File: src/rtl/stream_pkg.sv
// Shared helpers for parameterizing narrow/wide stream blocks.
package stream_pkg;

  // Narrow beat width used when a block is left at its default type.
  localparam int DEFAULT_CW = 8;

  // The counter holds every value from 0 (empty) up to ratio, inclusive.
  function automatic int chunk_cnt_w(input int ratio);
    return $clog2(ratio) + 1;
  endfunction

  // Width of a wide beat built from ratio narrow chunks of cw bits.
  function automatic int wide_w(input int ratio, input int cw);
    return ratio * cw;
  endfunction

endpackage

File: src/rtl/stream_downsizer.sv
// Splits each wide upstream beat into RATIO narrow downstream beats,
// least-significant chunk first. One wide word of storage; a new word
// loads on the same edge that the last chunk leaves, so there is no bubble.
module stream_downsizer
  import stream_pkg::*;
#(
  parameter type T     = logic [DEFAULT_CW-1:0],
  parameter int  RATIO = 4
) (
  input  logic                      clock,
  input  logic                      reset,
  // wide input stream
  input  logic [RATIO*$bits(T)-1:0] receiver_data,
  input  logic                      receiver_valid,
  output logic                      receiver_ready,
  // narrow output stream
  output T                          sender_data,
  output logic                      sender_valid,
  input  logic                      sender_ready
);

  localparam int CW     = $bits(T);
  localparam int WIDE_W = wide_w(RATIO, CW);
  localparam int CNT_W  = chunk_cnt_w(RATIO);

  // A zero ratio would describe a block with no output beats at all.
  if (RATIO < 1) begin : g_ratio_check
    $fatal(1, "stream_downsizer: RATIO must be >= 1");
  end

  logic [WIDE_W-1:0] shreg_reg;
  logic [CNT_W-1:0]  cnt_reg;
  logic              loaded;
  logic              last_chunk;
  logic              rx_fire;
  logic              tx_fire;

  assign loaded     = (cnt_reg != '0);
  assign last_chunk = (cnt_reg == CNT_W'(1));

  // Accept a new word when empty, or when the final chunk is leaving now.
  // Gated by reset so nothing is taken while the block is being cleared.
  assign receiver_ready = !reset && (!loaded || (last_chunk && sender_ready));

  // Output comes straight from registers; valid never looks at sender_ready.
  assign sender_valid = loaded;
  assign sender_data  = T'(shreg_reg[CW-1:0]);

  assign rx_fire = receiver_valid && receiver_ready;
  assign tx_fire = sender_valid && sender_ready;

  // Load on receive (wins over shift), otherwise shift one chunk out per send.
  always_ff @(posedge clock) begin
    if (reset) begin
      shreg_reg <= '0;
      cnt_reg   <= '0;
    end else if (rx_fire) begin
      shreg_reg <= receiver_data;
      cnt_reg   <= CNT_W'(RATIO);
    end else if (tx_fire) begin
      shreg_reg <= shreg_reg >> CW;
      cnt_reg   <= cnt_reg - CNT_W'(1);
    end
  end

  // The counter must never be decremented from zero.
  a_no_underflow : assert property (@(posedge clock) disable iff (reset) tx_fire |-> loaded);

endmodule

File: config.mk
export PLATFORM = sky130hd
export DESIGN_NAME = stream_downsizer
export DESIGN_NICKNAME = d
export VERILOG_FILES = /design/src/rtl/stream_pkg.sv /design/src/rtl/stream_downsizer.sv
export SDC_FILE = /design/constraint.sdc
export NUM_CORES = 1
export LEC_CHECK = 0
export BUFFER_PORTS_ARGS = -buffer_cell sky130_fd_sc_hd__buf_2
export CAP_MARGIN = 40
export CORE_UTILIZATION = 44
export DETAILED_ROUTE_END_ITERATION = 10
export PLACE_DENSITY = 0.7
export SLEW_MARGIN = 30
export SYNTH_ARGS = -nofsm -noshare
export SYNTH_HDL_FRONTEND = slang
export SYNTH_SLANG_ARGS = --single-unit
File: constraint.sdc
create_clock -name clock -period 1.9 [get_ports clock]
set_clock_uncertainty 0.15 [all_clocks]
set_input_delay 0 -clock clock [delete_from_list [all_inputs] [get_ports clock]]
set_output_delay 0 -clock clock [all_outputs]
set_load 0.03 [all_outputs]
==> summary.txt <==
Route
  • Routed wire length on met3: around 190 um
  • DRC violation count after routing: 0
  • Detailed-route wire length per cell: roughly 15 um
  • Max layer used: met4
  • Drt first pass iters: 4
  • Via density: 5.34
  • Routed Wire Length: approximately 4200 um
  • DR vias: 1517
  • DR iter-0 viols: just over 100
  • Met2 Routed Length: around 2100 um
  • Remaining number of nets flagged by the antenna check after routing: 0
  • Routed metal-1 wire length: 1930 um

Place
  • Port bufs: 45
  • Detailed placer's ending HPWL: ~2700 um
  • Final weighted congestion in routability-driven placement: roughly 0.73
  • Post-place instance area: roughly 2000 um^2

Clock tree
  • Longest Clk Path Bufs: 2
  • CTS tree: done
  • CTS H-tree lvls: 2
  • TritonCTS buffer count: 5
  • CTS root buffer: sky130_fd_sc_hd__clkbuf_8
  • Total number of clock tree sinks: 35
  • Clock-pin slew reported for the worst setup and hold paths after clock tree synthesis: around 60 ps
  • Clock insertion delay at the later pin of the skew report: roughly 280 ps

Worst setup path
  • Crit path max-delay family: adder cells
  • Kind of capture point of the worst setup path: flop
  • Register-to-register setup slack: between 90 and 100 ps
  • Worst path buffer plus inverter count: 2
  • CP Data Arrival Time: approximately 1800 ps
  • Register-to-Register Path Depth: 7
  • Category of the most critical setup path: reg -> reg
  • Required time of the worst setup path: approximately 1900 ps
  • Worst path cell trace: inv_1 -> ha_1 -> ha_2 -> nor2b_4 -> buf_12 -> nor3b_1 -> mux2_2
  • Maximum fanout along the worst path: 20
  • Crit path max-delay cell type: sky130_fd_sc_hd__dfxtp_2
  • Element type at the critical path start: flop
  • Capture instance of the worst register-to-register path: shreg_reg[25]$_SDFFE_PP0P_
  • Stages on worst setup path: 7
  • Startpoint of the most critical register-to-register path: cnt_reg[0]$_SDFFE_PP0P_
  • Largest stage delay on the critical path: 350 ps
  • Worst setup path start: cnt_reg[0]$_SDFFE_PP0P_
  • CP endpoint: shreg_reg[25]$_SDFFE_PP0P_

Synth
  • Post-synthesis register bit count: 35
  • Share of the synthesized area in the top cell type: a little under 40%
  • Yosys warning total: 0
  • Biggest area consumer among synthesized cells: sky130_fd_sc_hd__dfxtp_1
  • Syn nets: 210
  • Leading cell types by total area after synthesis: sky130_fd_sc_hd__dfxtp_1, sky130_fd_sc_hd__mux2i_1, sky130_fd_sc_hd__o211ai_1
  • Sequential cell area fraction in the yosys report: slightly below 40%
  • Count of cell types in the netlist: 22
  • Post-synthesis cell area: 1800 um^2
  • Post-Syn Instances: 171
  • Post-synthesis area per instance: ~11 um^2

Power and ir drop
  • Peak supply drop: between 0.0006 and 0.0007 V
  • Power per cell area: roughly 1300 nW/um^2
  • Leakage component of the power: between 0.9 and 1 nW
  • Total power draw: roughly 3.1 mW

Timing
  • Hold Fails Final Rpt: 0
  • Top achievable clock speed: 0.554 GHz
  • Setup Viol. Count Final: 0
  • Count of pins over their slew limit: 0
  • Period utilisation layout: ~95%
  • Worst Tran Pin Value: 383 ps
  • Min cycle time layout: 1810 ps
  • RSZ-0062 raised after global routing: false
  • Relative slew slack: between 70% and 80%

Global route
  • Maximum number of pins on one net before global-route repair: 37
  • Wire length of the first global-routing pass: roughly 6700 um
  • Via count of the first global-routing pass: between 1000 and 1500
  • Leftover overflow at the end of global routing: 0
  • Antenna violations before repair: 0
  • Tot GR Track Use: around a fifth

Finish
  • Post-route design area: roughly 2500 um^2
  • Area growth from synthesis to layout: 35.9%
  • Max FFs per register: 32
  • Antenna diodes: 0
  • Final nets: around 280
  • Final Core Density: between 60% and 70%
  • Fraction of layout cells with a size suffix above 1: between 30% and 40%

Floorplanning
  • IO Count: 46
  • Starting utilization of the core area: approximately 47%
  • Die extent in y: 66.0 um
  • Row count: 22
  • Die Footprint: about 4400 um^2
  • Die Span X: between 60 and 70 um
  • Core box area: about 3800 um^2

Run
  • Maximum capacitance violations: 0

Min path
  • Startpoint of the most critical hold path: reset
  • Worst min-delay path class: in -> reg

Outcome
  • Outcome: finished clean
what timing repair did:
action	4_1_cts	5_1_grt
hold buffers	32	0
endpoints found under the setup margin	4	7
gates resized for setup	1	6
hold endpoints to repair	32	0
buffers inserted	0	0
layer usage:
layer / up-vias / track usage, %
li1: 765 / -
met1: 699 / 25.5
met2: 51 / 34.4
met3: 2 / 5.69
met4: 0 / 6.38
met5: - / 0
power breakdown:
group	switching [mW]	leakage, nW	internal, mW
registers	0.118	0.288	0.941
logic	0.771	0.638	0.645
clock network	0.252	0.0513	0.384
total	1.14	0.977	1.97
cell families after synthesis:
| logic type | share of synthesized area [%] |
|---|---|
| buffers and inverters | 11.3 |
| DFF | 38.8 |
| adders and majority gates | 2.08 |
| xor gates and xnor gates | 0.486 |
| AOI/OAI and AO/OA | 22.3 |
| and+or+nand+nor | 5.41 |
| muxes | 19.6 |
synthesized netlist by cell type:
| cell type | number |
|---|---|
| sky130_fd_sc_hd__nor3b_1 | 8 |
| sky130_fd_sc_hd__inv_1 | 4 |
| sky130_fd_sc_hd__xnor2_1 | 1 |
| sky130_fd_sc_hd__mux2i_1 | 24 |
| sky130_fd_sc_hd__clkbuf_1 | 9 |
| sky130_fd_sc_hd__clkbuf_4 | 1 |
| sky130_fd_sc_hd__buf_4 | 11 |
| sky130_fd_sc_hd__o21bai_1 | 1 |
| sky130_fd_sc_hd__nor2b_1 | 2 |
| sky130_fd_sc_hd__dfxtp_1 | 35 |
| sky130_fd_sc_hd__buf_2 | 4 |
| sky130_fd_sc_hd__mux2_4 | 3 |
| sky130_fd_sc_hd__o31ai_1 | 24 |
| sky130_fd_sc_hd__mux2_2 | 6 |
| sky130_fd_sc_hd__nor3_1 | 1 |
| sky130_fd_sc_hd__o21a_1 | 1 |
| sky130_fd_sc_hd__and3b_1 | 1 |
| sky130_fd_sc_hd__buf_6 | 4 |
| sky130_fd_sc_hd__ha_1 | 3 |
| sky130_fd_sc_hd__o211ai_1 | 24 |
| sky130_fd_sc_hd__nor2_1 | 3 |
| sky130_fd_sc_hd__a2111oi_4 | 1 |
cells in the final DEF, fill, tap and decap left out, drive strengths merged:
cell / n
buf: 54
o21a: 1
bufinv: 1
dfxtp: 35
ha: 3
mux2i: 24
inv: 4
o21bai: 1
and3b: 1
o211ai: 24
a2111oi: 1
nor3b: 8
o31ai: 24
nor2: 3
mux2: 9
clkbuf: 7
xnor2: 1
dlygate4sd3: 32
nor3: 1
nor2b: 2
area by class of cell:
class | count | area [um^2]
Timing Repair Buffer | 87 | 663
Fill cell | 323 | 1350
Clock buffer | 6 | 72.6
Multi-Input combinational cell | 103 | 910
Tap cell | 48 | 60.1
Inverter | 4 | 15.0
Sequential cell | 35 | 702
Clock inverter | 1 | 30.0
worst min path at each step:
| stage | endpoint | depth (start not counted) |
|---|---|---|
| 2_1_floorplan | shreg_reg[28]$_SDFFE_PP0P_ | 1 |
| 3_5_place_dp | shreg_reg[28]$_SDFFE_PP0P_ | 2 |
| 6_report | cnt_reg[1]$_SDFFE_PP0P_ | 3 |
| 5_1_grt | cnt_reg[1]$_SDFFE_PP0P_ | 3 |
| 4_1_cts | cnt_reg[1]$_SDFFE_PP0P_ | 3 |
| 3_3_place_gp | shreg_reg[25]$_SDFFE_PP0P_ | 2 |
metrics by stage:
step	setup TNS, ps	cells	hold WS, ps	worst slack (ps)
6_report	0	284	114	94.0
5_1_grt	0	284	133	0.301
4_1_cts	0	284	112	29.1
3_5_place_dp	-14.7	245	81.7	-14.7
3_3_place_gp	0	245	75.0	92.3
2_1_floorplan	0	171	-7.06	0.565
worst register-to-register path, cell delays in order, from the launching register on:
cell and delay (ps):
sky130_fd_sc_hd__dfxtp_2 350, sky130_fd_sc_hd__inv_1 50, sky130_fd_sc_hd__ha_1 200, sky130_fd_sc_hd__ha_2 220
sky130_fd_sc_hd__nor2b_4 190, sky130_fd_sc_hd__buf_12 200, sky130_fd_sc_hd__nor3b_1 80, sky130_fd_sc_hd__mux2_2 280
Note: power is estimated with default switching activity, not from simulation.
